--- config.mk ---
export PLATFORM = sky130hd
export DESIGN_NAME = seq_adder
export DESIGN_NICKNAME = d
export VERILOG_FILES = /design/src/rtl/adder_pkg.sv /design/src/rtl/chunk_adder.sv /design/src/rtl/seq_adder.sv
export SDC_FILE = /design/constraint.sdc
export NUM_CORES = 1
export LEC_CHECK = 0
export BUFFER_PORTS_ARGS = -buffer_cell sky130_fd_sc_hd__buf_2
export CORE_MARGIN = 3
export CORE_UTILIZATION = 60
export CTS_BUF_LIST = sky130_fd_sc_hd__clkbuf_4
export CTS_CLUSTER_DIAMETER = 50
export DETAILED_ROUTE_END_ITERATION = 7
export PLACE_DENSITY = 0.84
export RECOVER_POWER = 50
export SLEW_MARGIN = 5
export SYNTH_ARGS = -nofsm -noshare
export SYNTH_HDL_FRONTEND = slang
export SYNTH_SLANG_ARGS = --single-unit
--- constraint.sdc ---
create_clock -name clk -period 5.4 [get_ports clk]
set_input_delay 0.81 -clock clk [delete_from_list [all_inputs] [get_ports clk]]
set_output_delay 0.81 -clock clk [all_outputs]
set_load 0.02 [all_outputs]
--- src/rtl/adder_pkg.sv ---
// adder_pkg -- shared definitions for the sequential adder.
// Holds the FSM state encoding and the default operand/slice widths so the
// top level and any testbench agree on them.
package adder_pkg;

  localparam int DEFAULT_WIDTH = 16;
  localparam int DEFAULT_CHUNK = 4;

  typedef enum logic [1:0] {
    IDLE = 2'd0,
    RUN  = 2'd1,
    DONE = 2'd2
  } state_t;

endpackage

--- src/rtl/chunk_adder.sv ---
// chunk_adder -- combinational CHUNK-bit ripple-carry adder built from
// full-adder cells.
// Ports:
//   a, b      in   CHUNK  slice operands
//   c_in      in   1      carry into bit 0 of the slice
//   sum       out  CHUNK  slice sum
//   c_out     out  1      carry out of the slice MSB
//   c_msb_in  out  1      carry into the slice MSB (used for signed overflow)
module chunk_adder #(
  parameter int CHUNK = 4
) (
  input  logic [CHUNK-1:0] a,
  input  logic [CHUNK-1:0] b,
  input  logic             c_in,
  output logic [CHUNK-1:0] sum,
  output logic             c_out,
  output logic             c_msb_in
);

  logic [CHUNK:0] carry;

  assign carry[0] = c_in;

  for (genvar i = 0; i < CHUNK; i++) begin : g_fa
    assign sum[i]       = a[i] ^ b[i] ^ carry[i];
    assign carry[i + 1] = (a[i] & b[i]) | (carry[i] & (a[i] ^ b[i]));
  end

  assign c_out    = carry[CHUNK];
  assign c_msb_in = carry[CHUNK-1];

endmodule

--- src/rtl/seq_adder.sv ---
// seq_adder -- multi-cycle adder that processes CHUNK bits per clock,
// least significant slice first, with the carry registered between slices.
// Optional feature macro: SEQ_ADDER_SUB_EN adds the 'sub' port and the
// a + ~b + 1 subtract mode.
// Ports:
//   clk    in   1      clock, rising edge
//   rst_n  in   1      asynchronous active-low reset
//   start  in   1      accept operands (honoured in IDLE or DONE only)
//   a, b   in   WIDTH  operands
//   c_in   in   1      carry into bit 0
//   sub    in   1      subtract mode (only with SEQ_ADDER_SUB_EN)
//   busy   out  1      operation in progress
//   done   out  1      one-cycle result-valid pulse
//   sum    out  WIDTH  result, held until the next operation completes
//   c_out  out  1      carry out of the MSB (1 = no borrow when subtracting)
//   ovf    out  1      two's-complement overflow
module seq_adder
  import adder_pkg::*;
#(
  parameter int WIDTH = DEFAULT_WIDTH,
  parameter int CHUNK = DEFAULT_CHUNK
) (
  input  logic             clk,
  input  logic             rst_n,
  input  logic             start,
  input  logic [WIDTH-1:0] a,
  input  logic [WIDTH-1:0] b,
  input  logic             c_in,
`ifdef SEQ_ADDER_SUB_EN
  input  logic             sub,
`endif
  output logic             busy,
  output logic             done,
  output logic [WIDTH-1:0] sum,
  output logic             c_out,
  output logic             ovf
);

  localparam int N     = WIDTH / CHUNK;
  localparam int CNT_W = (N > 1) ? $clog2(N) : 1;

  if ((CHUNK < 1) || ((WIDTH % CHUNK) != 0)) begin : g_bad_cfg
    $error("seq_adder: WIDTH (%0d) must be a positive multiple of CHUNK (%0d)", WIDTH, CHUNK);
  end

  state_t             state;
  state_t             next_state;
  logic               accept;
  logic               last;
  logic [CNT_W-1:0]   cnt;
  logic [WIDTH-1:0]   a_r;
  logic [WIDTH-1:0]   b_r;
  logic               carry;
  logic [WIDTH-1:0]   acc;
  logic [WIDTH-1:0]   acc_next;
  logic [CHUNK-1:0]   slice_sum;
  logic               slice_cout;
  logic               slice_cmsb;
  logic [WIDTH-1:0]   b_eff;
  logic               c_eff;

  // Subtraction is folded into the operands at capture time, so the
  // slice datapath only ever adds.
`ifdef SEQ_ADDER_SUB_EN
  assign b_eff = sub ? ~b : b;
  assign c_eff = sub ? 1'b1 : c_in;
`else
  assign b_eff = b;
  assign c_eff = c_in;
`endif

  assign last = (cnt == CNT_W'(N - 1));

  chunk_adder #(
    .CHUNK (CHUNK)
  ) u_chunk (
    .a        (a_r[CHUNK-1:0]),
    .b        (b_r[CHUNK-1:0]),
    .c_in     (carry),
    .sum      (slice_sum),
    .c_out    (slice_cout),
    .c_msb_in (slice_cmsb)
  );

  // Partial result fills from the top: after N shifts the first slice
  // has reached bit 0 and the register holds the full sum.
  always_comb begin
    acc_next = acc >> CHUNK;
    acc_next[WIDTH-1 -: CHUNK] = slice_sum;
  end

  always_ff @(posedge clk or negedge rst_n) begin
    if (!rst_n) begin
      state <= IDLE;
    end else begin
      state <= next_state;
    end
  end

  // Start is only honoured outside RUN; accepting in DONE gives
  // back-to-back operation without an idle cycle.
  always_comb begin
    next_state = state;
    accept     = 1'b0;
    unique case (state)
      IDLE, DONE: begin
        if (start) begin
          accept     = 1'b1;
          next_state = RUN;
        end else begin
          next_state = IDLE;
        end
      end
      RUN: begin
        if (last) begin
          next_state = DONE;
        end
      end
      default: next_state = IDLE;
    endcase
  end

  // Operands shift down one slice per cycle; visible results change only
  // on the final slice so they stay stable for a full operation.
  always_ff @(posedge clk or negedge rst_n) begin
    if (!rst_n) begin
      cnt   <= '0;
      a_r   <= '0;
      b_r   <= '0;
      carry <= 1'b0;
      acc   <= '0;
      sum   <= '0;
      c_out <= 1'b0;
      ovf   <= 1'b0;
    end else if (accept) begin
      cnt   <= '0;
      a_r   <= a;
      b_r   <= b_eff;
      carry <= c_eff;
    end else if (state == RUN) begin
      cnt   <= cnt + CNT_W'(1);
      a_r   <= a_r >> CHUNK;
      b_r   <= b_r >> CHUNK;
      carry <= slice_cout;
      acc   <= acc_next;
      if (last) begin
        sum   <= acc_next;
        c_out <= slice_cout;
        ovf   <= slice_cout ^ slice_cmsb;
      end
    end
  end

  assign busy = (state == RUN);
  assign done = (state == DONE);

endmodule

; ---- After elaboration in Yosys (flattened, before gate mapping)
; Cells that the tools add are included.
[word_totals]
reg_bits = 71
[op_classes]
reduce_logical = 5
n_addsub = 1
n_bitwise = 22
muxes = 13
eq_ne = 4
[op_table]
columns = operator, count
row1 = two-way mux 16 bit, 4
row2 = bitwise XOR 1 bit, 9
row3 = bitwise AND 1 bit, 8
row4 = two-way mux 2 bit, 3
row5 = two-way mux 1 bit, 5
row6 = "equality test 2 bit, second input constant", 2
row7 = bitwise OR 1 bit, 4
row8 = case mux 2 bit (2 select lines), 1
row9 = AND reduction 3 bit, 1
row10 = "adder 2 x 1 -> 2 bit, second input constant", 1
row11 = "equality test 2 x 1 -> 1 bit, second input constant", 1
row12 = zero test 2 bit, 1
row13 = "!= test 2 x 1 -> 1 bit, second input constant", 1
row14 = AND reduction 2 bit, 1
row15 = nonzero test 2 bit, 1
row16 = OR reduction 2 bit, 1
row17 = NOT 1 bit, 1

; ---- Longest topological paths before layout
[logic_depth]
word_depth = 11
mapped_depth = 10

; ---- Modules after synthesis
; A second synthesis with hierarchy kept.
[hier_totals]
hier_cells = 262
area_unflattened_um2 = 2942.8
[modules_own_cells]
columns = mod, n_inst, seq_area_each_um2, area_each_um2, cells_per_inst
row1 = seq_adder, 1, 1676.6, 2832.7, 250
row2 = chunk_adder, 1, 0.0, 110.1, 12

; ---- Worst setup path before layout
; Ideal clock, no wire load.
[synth_path]
path_type = register to register
from = register a_r[0]
to = register acc[15]
setup_slack_ps = 3263
arrival_time_ps = 2054
stages_incl_launch_ff = 9
n_path_buf = 0
required_time_ps = 5317
setup_ps = 83
synth_period_minus_slack_ps = 2137
path_cell_list = dfrtp_1 fa_1 inv_1 fa_1 inv_1 fa_1 inv_1 fa_1 o21ai_0
[synth_between]
elab_chain_len = 8
word_cells_on_any_way = 9
cone_classes = 9 x bitwise
[synth_lines]
columns = element, line_no
row1 = start: declaration, seq_adder.sv:51  ; logic [WIDTH-1:0] a_r;
row2 = start signal: assignment, seq_adder.sv:142  ; a_r <= a_r >> CHUNK;
row3 = bitwise XOR 1 bit, chunk_adder.sv:26  ; assign carry[i + 1] = (a[i] & b[i]) | (carry[i] & (a[i] ^ b[i]));
row4 = bitwise AND 1 bit, chunk_adder.sv:26
row5 = bitwise OR 1 bit *, chunk_adder.sv:26
row6 = bitwise AND 1 bit *, chunk_adder.sv:26
row7 = bitwise OR 1 bit *, chunk_adder.sv:26
row8 = bitwise AND 1 bit *, chunk_adder.sv:26
row9 = bitwise OR 1 bit *, chunk_adder.sv:26
row10 = bitwise XOR 1 bit *, chunk_adder.sv:25  ; assign sum[i] = a[i] ^ b[i] ^ carry[i];
row11 = end signal: assignment, seq_adder.sv:145  ; acc <= acc_next;
row12 = end: declaration, seq_adder.sv:54  ; logic [WIDTH-1:0] acc;
; Mark *: on every way between the ends. The rest lies on a longest branch, timed or not.
; A chain may end at the register's enable or synchronous reset.

; ---- Worst setup path in the final report
[layout_path]
from = register state[0]
to = output done
[layout_between]
elab_chain_len = 1
[layout_lines]
columns = element, line_no
row1 = start: declaration, seq_adder.sv:46  ; state_t state;
row2 = start signal: assignment, seq_adder.sv:96  ; state <= next_state;
row3 = equality test 2 bit, seq_adder.sv:155  ; assign done = (state == DONE);
row4 = end: declaration, seq_adder.sv:33  ; output logic done,
; Every way passes these cells.

==> impl_metrics.json <==
{
  "dr.pass1.iters": 4,
  "clock_power_share": 0.145,
  "gr-usage-met2": 0.331,
  "grt_overflow": 0,
  "nFillCells": 397,
  "whs_path_depth": 2,
  "status": "finished, violations left",
  "r2r_slack_ns": 2.47,
  "antenna_found_initial": 0,
  "final.setup.tns_ns": 0,
  "slew_headroom": -0.240,
  "met1_usage": 0.287,
  "powerDensity_nw_per_um2": 616,
  "clkSlewWorstSetupHoldPaths_ns": 0.10,
  "cp_max_fo": 48,
  "timing.fmax_mhz": 310,
  "port_buffers": 55,
  "core_um2": 4820,
  "final_cell_mix": "dfrtp_1, buf_2, nand2_1, mux2i_1, nor2b_1",
  "rsz0062_at_grt": "false",
  "met3_usage": 0.0394,
  "clkLatencyLatePin_ns": 0.39,
  "cts_resized": 0,
  "clk_path_buf_depth": 2,
  "mostFrequentLayoutCell": "dfrtp_1",
  "grt_first_pass_wirelength_mm": 9.81,
  "synth_compound_area_frac": 0.119,
  "multi_input_area_um2": 1230,
  "seqPwrFrac": 0.424,
  "crit_required_ns": 4.59,
  "place_hpwl_mm": 3.94,
  "wirelength_mm": 5.88,
  "netSwitchingPower_uw": 851,
  "r2r_cells": 4,
  "htree_levels": 3,
  "ys_seq_area_frac": 0.549,
  "path_class": "reg2out",
  "cts_hold_buf": 0,
  "critPathTopFamily": "buffers and inverters",
  "regArea_um2": 1680,
  "die_x_um": 77.4,
  "areaGrowthSynthToFinish_pct": 12.8,
  "nets": 368,
  "syn-instance-count": 279,
  "gr-usage-all-layers": 0.208,
  "timing.final.crit_share": 0.597,
  "finalMaxSlewViolations": 90,
  "ant_nets": 0,
  "violations": "max-capacitance violations, max-slew violations",
  "synth_xor_area_frac": 0.00573,
  "crit_chain": "clkbuf_1 -> nor2b_1 -> buf_2",
  "drive_gt1_frac": 0.242,
  "cts_root_buffer": "clkbuf_4",
  "crit_arrival_ns": 2.41,
  "die-area_um2": 5980,
  "clock_skew_ns": 0.0127,
  "r2r_end": "a_r[4]",
  "critPathBufInv": 2,
  "maxCapViolations": 2,
  "yosys_warnings": 0,
  "die_y_um": 77.4,
  "final_area_um2": 3450,
  "p_int_mw": 1.27,
  "busiest_layer": "met2",
  "dr_total_vias": 2178,
  "fin_util": 0.715,
  "initial_core_util": 0.634,
  "numCtsBuffers": 9,
  "power.total_mw": 2.12,
  "setup_viol": 0,
  "crit_path_start_kind": "flop",
  "cts_sinks": 67,
  "r2r-start": "state[0]",
  "cts_tree": "yes",
  "crit_start": "state[0]",
  "hold_viol": 0,
  "drt_iter0_markers": 107,
  "synth_top_family_by_area": "simple AND/OR/NAND/NOR gates",
  "min_path_type": "reg2reg",
  "place.gp.congestion": 0.726,
  "slowest_stage": "clkbuf_1",
  "synth_fp_nets": 320,
  "grt_pass1_vias": 2064,
  "period_needed_ns": 3.22,
  "hold_start": "c_out",
  "mappedNetlistArea_um2": 3060,
  "avgSynthCellArea_um2": 11.0,
  "synthMuxAreaShare": 0.114,
  "synth_fa_ha_area_frac": 0.0303,
  "cts_setup_buffers": 0,
  "leakage_nw": 1.66,
  "rows": 25,
  "antenna_cells": 0,
  "viasPerCell": 5.47,
  "grt_max_degree": 68,
  "detailed_place.area_um2": 3330,
  "pin_count": 56,
  "pwr-share-comb": 0.431,
  "yosys.area_share.simple": 0.135,
  "drc": 0,
  "ir_worst_vdd_mv": 0.322,
  "setup.worst_path.end_class": "output pin",
  "netSwitchingFraction": 0.401,
  "synth_cell_type_count": 30,
  "synth-seq-cells": 67,
  "worstMarginPinSlew_ns": 1.86,
  "cp_slowest_stage_delay_ns": 1.33,
  "holdPathEnd": "c_out",
  "wl_per_cell_um": 14.8
}
==> logic make-up after synthesis <==
family / count (synthesis)
AND/OR/NAND/NOR: 84
flip-flops: 67
AO/OA/AOI/OAI: 58
multiplexers: 33
buffers and inverters: 30
adder cells (fa/ha/maj): 5
XOR/XNOR: 2
==> power by group through the flow <==
| stage | Sequential, mW | Clock, mW | Combinational (mW) |
|---|---|---|---|
| 2_1_floorplan | 0.940 | 0 | 0.651 |
| 3_3_place_gp | 0.894 | 0 | 0.874 |
| 3_5_place_dp | 0.911 | 0 | 0.916 |
| 4_1_cts | 0.901 | 0.315 | 0.921 |
| 5_1_grt | 0.934 | 0.339 | 1.02 |
| 6_report | 0.900 | 0.307 | 0.915 |
==> metal layers <==
metal,vias up,routed length [um]
met2,57,2930
met5,-,0
met4,0,58
met3,5,222
met1,1056,2670
li1,1060,-
==> synth_stat cells, drive strengths merged <==
master	number	area share
xor2	1	0.0029
fa	4	0.026
mux2i	18	0.059
nand3b	1	0.0066
nor3	8	0.013
dfrtp	67	0.55
inv	9	0.011
o21ai	13	0.021
xnor2	1	0.0029
a22o	4	0.011
clkbuf	3	0.0037
ha	1	0.0041
mux2	15	0.055
nor2b	17	0.035
nor2	10	0.013
buf	18	0.033
o22ai	8	0.016
nand2b	4	0.0082
nand3	4	0.0066
a21oi	16	0.026
nand2	38	0.047
and3b	2	0.0057
a221o	2	0.0066
a211oi	15	0.037
==> cell type report <==
type,instances,share of cell area
Tap cell,67,0.0243
Timing Repair Buffer,58,0.0850
Clock inverter,4,0.0123
Sequential cell,67,0.487
Clock buffer,11,0.0240
Inverter,9,0.00980
Multi-Input combinational cell,182,0.358
==> worst max path at each step <==
stage / endpoint / slack, ns / depth (start not counted)
detailed placement: a_r[4] / 2.62 / 4
global route: done / 1.90 / 3
floorplan: acc[15] / 3.26 / 8
CTS: busy / 2.46 / 3
finish: done / 2.18 / 3
global placement: a_r[5] / 2.73 / 4
==> sequential cells by signal, summed over array words and instances, names as in the netlist <==
| register | flops |
|---|---|
| carry | 1 |
| ovf | 1 |
| acc | 12 |
| c_out | 1 |
| cnt | 2 |
| b_r | 16 |
| a_r | 16 |
| sum | 16 |
| state | 2 |
==> worst reg2reg max path, cell delays in order, from the launching register on <==
cell	delay, ns
dfrtp_1	0.36
clkbuf_1	1.33
nor2b_1	0.59
nor2_2	0.39
a221o_1	0.20
==> through the flow <==
step	hold slack, ns	cells	worst slack, ns
3_5_place_dp	0.463	383	2.62
5_1_grt	0.519	398	1.90
6_report	0.482	398	2.18
2_1_floorplan	0.439	279	3.26
3_3_place_gp	0.455	383	2.73
4_1_cts	0.488	398	2.46
No activity file was read; power rests on OpenSTA's default activity.
